## config.mk

```make
export PLATFORM = sky130hd
export DESIGN_NAME = riscv_writeback
export DESIGN_NICKNAME = d
export VERILOG_FILES = /design/src/rtl/riscv_writeback.sv
export SDC_FILE = /design/constraint.sdc
export NUM_CORES = 1
export LEC_CHECK = 0
export CAP_MARGIN = 40
export CORE_ASPECT_RATIO = 0.75
export CORE_MARGIN = 4
export CORE_UTILIZATION = 48
export DETAILED_ROUTE_END_ITERATION = 16
export GPL_TIMING_DRIVEN = 0
export PLACE_DENSITY_LB_ADDON = 0.12
export SLEW_MARGIN = 20
export SYNTH_ARGS = -nofsm -noshare
export SYNTH_HDL_FRONTEND = slang
export SYNTH_SLANG_ARGS = --single-unit
```

## constraint.sdc

```tcl
create_clock -name clk_i -period 2.55 [get_ports clk_i]
set_clock_uncertainty 0.15 [all_clocks]
set_input_delay 0.51 -clock clk_i [delete_from_list [all_inputs] [get_ports clk_i]]
set_output_delay 0.51 -clock clk_i [all_outputs]
set_load 0.005 [all_outputs]
```

## src/rtl/riscv_writeback.sv

```systemverilog
// -----------------------------------------------------------------------------
// riscv_writeback
//   Writeback stage driving the register file write port. Accepts one retiring
//   instruction per valid/ready handshake, selects ALU result, formatted load
//   data or PC+4, and issues AddrD_o WB_ADDR_LEAD cycles ahead of the matching
//   DataD_o/RegWEn_o, because the register file delays the address internally.
//
// Ports
//   clk_i          clock, rising edge
//   rst_ni         synchronous reset, active low
//   wb_valid_i     memory stage has an instruction to retire
//   wb_ready_o     stage can accept (valid & ready = transfer)
//   wb_rd_i        destination register
//   wb_sel_i       00 ALU, 01 LOAD, 10 PC+4, 11 no write
//   wb_alu_i       ALU result
//   wb_pc_i        instruction PC
//   wb_funct3_i    load type (LB/LH/LW/LBU/LHU)
//   wb_addr_lo_i   load byte offset
//   dmem_rvalid_i  data memory read response valid
//   dmem_rdata_i   aligned data memory read word
//   AddrD_o        regfile write address (leads data)
//   DataD_o        regfile write data
//   RegWEn_o       regfile write enable
//   err_o          one-cycle pulse on misaligned/illegal load (or timeout)
//
// Configuration
//   WB_LOAD_TIMEOUT_EN  when defined, a load waiting TIMEOUT_CYCLES cycles
//                       without a response is abandoned with an err_o pulse.
// -----------------------------------------------------------------------------
module riscv_writeback #(
  parameter int XLEN           = 32,
  parameter int WB_ADDR_LEAD   = 3,
  parameter int TIMEOUT_CYCLES = 16
) (
  input  logic            clk_i,
  input  logic            rst_ni,
  input  logic            wb_valid_i,
  output logic            wb_ready_o,
  input  logic [4:0]      wb_rd_i,
  input  logic [1:0]      wb_sel_i,
  input  logic [XLEN-1:0] wb_alu_i,
  input  logic [XLEN-1:0] wb_pc_i,
  input  logic [2:0]      wb_funct3_i,
  input  logic [1:0]      wb_addr_lo_i,
  input  logic            dmem_rvalid_i,
  input  logic [XLEN-1:0] dmem_rdata_i,
  output logic [4:0]      AddrD_o,
  output logic [XLEN-1:0] DataD_o,
  output logic            RegWEn_o,
  output logic            err_o
);

  typedef enum logic {
    S_IDLE,
    S_LOAD_WAIT
  } state_t;

  typedef struct packed {
    logic            we;
    logic [XLEN-1:0] data;
  } entry_t;

  localparam logic [1:0] SEL_ALU  = 2'b00;
  localparam logic [1:0] SEL_LOAD = 2'b01;
  localparam logic [1:0] SEL_PC4  = 2'b10;

  state_t          r_state;
  state_t          w_state_nxt;

  // Load context captured at accept time; the response arrives later.
  logic [4:0]      r_rd;
  logic [2:0]      r_funct3;
  logic [1:0]      r_addr_lo;

  entry_t          r_dly [WB_ADDR_LEAD];
  entry_t          r_out;
  logic [4:0]      r_addr;
  logic            r_err;

  logic            w_push;
  logic [4:0]      w_push_rd;
  entry_t          w_push_entry;
  logic            w_err;

  logic [7:0]      w_byte;
  logic [15:0]     w_half;
  logic [XLEN-1:0] w_load_data;
  logic            w_load_err;
  logic            w_timeout;

  // ---------------------------------------------------------------------------
  // Load formatting and legality
  // ---------------------------------------------------------------------------
  assign w_byte = dmem_rdata_i[{r_addr_lo, 3'b000} +: 8];
  assign w_half = dmem_rdata_i[{r_addr_lo[1], 4'b0000} +: 16];

  always_comb begin
    // NOTE: every output of a combinational block gets a default first so no
    // path through the case statement can leave it unassigned (latch).
    w_load_data = '0;
    w_load_err  = 1'b0;
    unique case (r_funct3)
      3'b000: w_load_data = {{(XLEN-8){w_byte[7]}}, w_byte};
      3'b001: begin
        w_load_data = {{(XLEN-16){w_half[15]}}, w_half};
        w_load_err  = r_addr_lo[0];
      end
      3'b010: begin
        w_load_data = dmem_rdata_i;
        w_load_err  = (r_addr_lo != 2'b00);
      end
      3'b100: w_load_data = {{(XLEN-8){1'b0}}, w_byte};
      3'b101: begin
        w_load_data = {{(XLEN-16){1'b0}}, w_half};
        w_load_err  = r_addr_lo[0];
      end
      default: w_load_err = 1'b1;
    endcase
  end

  // ---------------------------------------------------------------------------
  // Optional load timeout
  // ---------------------------------------------------------------------------
`ifdef WB_LOAD_TIMEOUT_EN
  localparam int            TW   = $clog2(TIMEOUT_CYCLES + 1);
  localparam logic [TW-1:0] TMAX = TW'(TIMEOUT_CYCLES - 1);

  logic [TW-1:0] r_timer;

  // Held at zero outside LOAD_WAIT, so it starts from zero on every entry.
  always_ff @(posedge clk_i) begin
    if (!rst_ni || r_state == S_IDLE) r_timer <= '0;
    else                              r_timer <= r_timer + TW'(1);
  end

  assign w_timeout = (r_state == S_LOAD_WAIT) && !dmem_rvalid_i && (r_timer == TMAX);
`else
  assign w_timeout = 1'b0;
`endif

  // ---------------------------------------------------------------------------
  // FSM next state and push selection
  // ---------------------------------------------------------------------------
  always_comb begin
    w_state_nxt  = r_state;
    w_push       = 1'b0;
    w_push_rd    = '0;
    w_push_entry = '0;
    w_err        = 1'b0;
    unique case (r_state)
      S_IDLE: begin
        if (wb_valid_i) begin
          if (wb_sel_i == SEL_LOAD) begin
            w_state_nxt = S_LOAD_WAIT;
          end else if (wb_sel_i == SEL_ALU || wb_sel_i == SEL_PC4) begin
            w_push    = 1'b1;
            w_push_rd = wb_rd_i;
            // Writes to x0 travel as bubbles so the regfile never sees them.
            if (wb_rd_i != 5'd0) begin
              w_push_entry.we   = 1'b1;
              w_push_entry.data = (wb_sel_i == SEL_ALU) ? wb_alu_i
                                                        : wb_pc_i + XLEN'(4);
            end
          end
          // sel=11 retires with no write: a plain bubble enters the line.
        end
      end
      S_LOAD_WAIT: begin
        if (dmem_rvalid_i) begin
          w_push      = 1'b1;
          w_push_rd   = r_rd;
          w_err       = w_load_err;
          w_state_nxt = S_IDLE;
          if (r_rd != 5'd0 && !w_load_err) begin
            w_push_entry.we   = 1'b1;
            w_push_entry.data = w_load_data;
          end
        end else if (w_timeout) begin
          w_err       = 1'b1;
          w_state_nxt = S_IDLE;
        end
      end
      default: w_state_nxt = S_IDLE;
    endcase
  end

  // ---------------------------------------------------------------------------
  // State, capture and delay line
  // ---------------------------------------------------------------------------
  always_ff @(posedge clk_i) begin
    if (!rst_ni) begin
      // NOTE: the delay line is reset, not left to flush, because entries
      // queued before reset must never reach the register file afterwards.
      r_state   <= S_IDLE;
      r_rd      <= '0;
      r_funct3  <= '0;
      r_addr_lo <= '0;
      r_addr    <= '0;
      r_err     <= 1'b0;
      r_out     <= '0;
      for (int i = 0; i < WB_ADDR_LEAD; i++) r_dly[i] <= '0;
    end else begin
      // NOTE: non-blocking assignments make every register here sample the
      // pre-edge values, which is what lets the delay line shift correctly.
      r_state <= w_state_nxt;
      if (r_state == S_IDLE && wb_valid_i && wb_sel_i == SEL_LOAD) begin
        r_rd      <= wb_rd_i;
        r_funct3  <= wb_funct3_i;
        r_addr_lo <= wb_addr_lo_i;
      end
      r_addr   <= w_push ? w_push_rd : 5'd0;
      r_err    <= w_err;
      r_dly[0] <= w_push_entry;
      for (int i = 1; i < WB_ADDR_LEAD; i++) r_dly[i] <= r_dly[i-1];
      // Output register adds the last cycle: entry pushed at edge E shows
      // at edge E+WB_ADDR_LEAD.
      r_out <= r_dly[WB_ADDR_LEAD-1];
    end
  end

  assign wb_ready_o = rst_ni && (r_state == S_IDLE);
  assign AddrD_o    = r_addr;
  assign DataD_o    = r_out.data;
  assign RegWEn_o   = r_out.we;
  assign err_o      = r_err;

endmodule

```

# Word-level counts from Yosys, hierarchy flattened
# Memories as Yosys holds them, arrays and structs flattened. A register that Yosys moved wholly into a read port is not among the register bits.
# Index checks and enable logic that the tools add are counted.
# word_totals
elab_cells	65
out_inout_bits	40
ff_bits	17
memories	1
mem_bits_rw	99
# classes
add_sub_neg	1
shift	2
n_reduce_logical	16
n_mux	29
bitwise_logic	4
eq_ne	6
# memory_table
memory	words	width	read_ports	rd_ports_with_merged_regs	write_ports	line_no	rtl
r_dly	3	33	3	1	3	75	entry_t r_dly [WB_ADDR_LEAD];
# ops
cell	count
33-bit 2-to-1 mux	9
32-bit case mux with 5 select lines	1
33-bit case mux with 2 select lines	1
32-bit by 3-bit adder with 32-bit output, second input constant	1
32-bit 2-to-1 mux	1
32-bit by 6-bit indexed part select with 16-bit output	1
32-bit by 6-bit indexed part select with 8-bit output	1
5-bit 2-to-1 mux	4
5-bit case mux with 2 select lines	1
5-bit nonzero test	2
1-bit 2-to-1 mux	9
3-bit equality test, second input constant	2
1-bit logical AND	4
1-bit case mux with 2 select lines	2
2-bit OR reduction	2
3-bit by 1-bit equality test with 1-bit output, second input constant	1
3-bit by 2-bit equality test with 1-bit output, second input constant	1
3-bit zero test	1
1-bit OR	3
1-bit case mux with 3 select lines	1
3-bit AND reduction	1
2-bit by 1-bit equality test with 1-bit output, second input constant	1
2-bit equality test, second input constant	1
1-bit zero test	2
5 further kinds	5

# Logic depth before layout (Yosys ltp)
# depth
ltp_word	9
ltp_mapped	8
ltp_nobuf	6

# Worst setup path before layout
# No wires, ideal clock.
# synth_path
path_type	input to register
start	input port wb_rd_i[1]
end	memory r_dly[0][15] (netlist name)
stages	6
setup_slack_ns	0.478
required_ns	2.283
arrival_time_ns	1.805
path_cell_list	or4_1 -> o21a_1 -> and2_1 -> buf_6 -> buf_6 -> a22o_1
# synth_rtl
element	line_no	rtl
from (decl)	39	input logic [4:0] wb_rd_i,
to (decl)	75	

==> flow_summary.yaml <==
status:
  outcome: "complete, no violations"
clock_tree:
  clock_latency_ns: 0.41
  clock_path_buffers: 2
  clockRootBuffer: "clkbuf_16"
  cts_buffers: 17
  cts_htree_levels: 4
  clk_pin_slew_ns: 0.06
  clock_sinks: 149
  cts_tree: "yes"
floorplan:
  die_area_um2: 13900
  core_um2: 11700
  rows: 34
  boundaryPins: 152
  initial_utilization: 0.494
  die_w_um: 135
  die_h_um: 103
yosys:
  synthArstFlopShare: 0
  ys_ff_latch: 149
  synth_edf_count: 0
  syn_inst: 594
  ys_seq_area_frac: 0.516
  syn_nets: 707
  synth-warning-count: 0
  ys_types: 60
  synth_area_um2: 5780
  avgSynthCellArea_um2: 9.73
  synth_top_flop_cell: "dfxtp_1"
drt:
  wl_per_cell_um: 17.3
  drc: 0
  vias_per_cell: 5.42
  vias: 5087
  wirelength_um: 16200
  wl_met1_um: 6650
  top_layer: "met4"
  ant_nets: 0
  dr.pass1.iters: 6
  wl_met2_um: 7360
  drtIter0Drc: 406
  wl_met3_um: 1700
placement:
  post-place-ws_ns: -0.577
  post_dp_cell_area_um2: 7490
  portBuffers: 151
  dp_hpwl_um: 12700
  gp_congestion: 0.956
grt:
  grt_pass1_wl_um: 24600
  grtUsageTotal: 0.231
  grt_max_degree: 19
  antenna_found_initial: 0
  overflow: 0
  grt_pass1_vias: 4870
hold_path:
  hold_path.class: "reg2reg"
sta:
  drv_slew: 0
  finalSetupViolCount: 0
  grt_setup_unrepaired: "false"
  max_freq_mhz: 412
  fin_crit_sh: 0.951
  fin_ws_ns: 0.125
  worst_slew_pin_slew_ns: 0.651
  hold_ws_ns: 0.276
  hold_viol: 0
  final.min_clock_period_ns: 2.43
  slew_headroom: 0.565
setup_path:
  path_class: "in2reg"
  end_kind: "register"
  required_ns: 2.68
  worstSetupStartpointType: "primary input"
  critPathArrivalTime_ns: 2.55
  path_max_fanout: 7
final_layout:
  nets: 877
  mostFrequentLayoutCells: "clkdlybuf4s50_1, dfxtp_1, and2_1, nand2_1, nand3_1"
  layout_commonest_cell: "clkdlybuf4s50_1"
  n_antenna_cell: 0
  drive_above_1_share: 0.0811
  finish.utilization: 0.693
  syn_to_final_growth_pct: 40.2
  fin_area_um2: 8100
power:
  p_leak_nw: 3.06
  fin_total_pwr_mw: 5.40
  ir_drop_mv: 0.497
  power.density_nw_per_um2: 667
job:
  drv_cap: 0
==> kinds of logic (layout without fill, tap and decap cells) <==
family,count (synthesis),count (layout),synth area share
fa+ha+maj,1,1,0.00216
xor+xnor,24,24,0.0364
compound gates,108,108,0.131
simple gates,260,260,0.260
mux,12,12,0.0225
flops,149,149,0.516
buf+inv,40,223,0.0323
==> worst max-delay path: stages <==
cell             delay [ns]
clkdlybuf4s50_1        0.62
nand4_1                0.31
nor3_1                 0.45
nand4b_1               0.17
xor2_1                 0.34
o2111ai_1              0.15
==> cells in the mapped netlist, types with 6 or more instances <==
library cell / n / area [um2]
dfxtp_1: 149 / 2980
and2_1: 102 / 638
nand2_1: 32 / 120
nand3_1: 30 / 150
nor2_1: 28 / 105
clkbuf_1: 23 / 86.3
a21oi_1: 17 / 85.1
o21ai_0: 16 / 80.1
o22ai_1: 14 / 87.6
xnor2_1: 13 / 114
a21boi_0: 11 / 82.6
buf_2: 11 / 55.1
xor2_1: 11 / 96.3
nand4_1: 9 / 56.3
a221oi_1: 8 / 70.1
nor2b_1: 8 / 50.1
and3_1: 7 / 43.8
nor3_1: 7 / 35.0
nor3b_1: 7 / 52.6
o2111ai_1: 7 / 61.3
mux2i_1: 6 / 60.1
==> final timing paths <==
check / startpoint / endpoint / slack, ns / cells past startpoint
worst max-delay path: wb_pc_i[17] / r_dly[0][28]$_SDFF_PN0_ / 0.12 / 6
worst min register to register: r_dly[2][20]$_SDFF_PN0_ / DataD_o[20]$_SDFF_PN0_ / 0.28 / 1
worst max register to register: r_funct3[0]$_SDFFE_PN0P_ / r_dly[0][3]$_SDFF_PN0_ / 0.33 / 8
worst min-delay path: r_dly[2][20]$_SDFF_PN0_ / DataD_o[20]$_SDFF_PN0_ / 0.28 / 1
==> per-layer routing <==
layer | global-route usage | vias up
met2 | 0.370 | 329
met5 | 0 | -
met4 | 0.106 | 0
li1 | - | 2418
met3 | 0.0610 | 51
met1 | 0.296 | 2289
==> state kept, by name, indices dropped and copies added, names as in the netlist <==
| register | cells |
|---|---|
| r_dly | 99 |
| DataD_o | 32 |
| AddrD_o | 5 |
| r_rd | 5 |
| r_funct3 | 3 |
| r_addr_lo | 2 |
| RegWEn_o | 1 |
| err_o | 1 |
| r_state | 1 |
==> stage by stage <==
stage	TNS, ns	instances
final	0	939
after CTS	0	939
after global routing	0	939
after detailed placement	-3.06	907
after floorplan	0	594
after global placement	-2.71	907
==> layout make-up <==
class | instances | area, um2
buffer | 36 | 181
clock buffer | 18 | 429
clock inverter | 14 | 163
fill | 883 | 3600
inverter | 3 | 11.3
multi-input combinational | 405 | 2610
sequential | 149 | 2980
tap | 162 | 203
timing repair buffer | 152 | 1520
==> repair_timing <==
| item | CTS | global route |
|---|---|---|
| gates resized for setup | 3 | 1 |
| hold buffers | 0 | 0 |
| setup endpoints to repair | 1 | 1 |
| buffers inserted | 1 | 0 |
==> power by group <==
| group | switching (mW) | leakage, nW | internal [mW] | total, mW |
|---|---|---|---|---|
| Clock | 1.01 | 0.283 | 1.47 | 2.48 |
| Sequential | 0.0146 | 1.21 | 2.37 | 2.39 |
| Combinational | 0.256 | 1.58 | 0.282 | 0.538 |
Power figures use the tool's default switching activity.
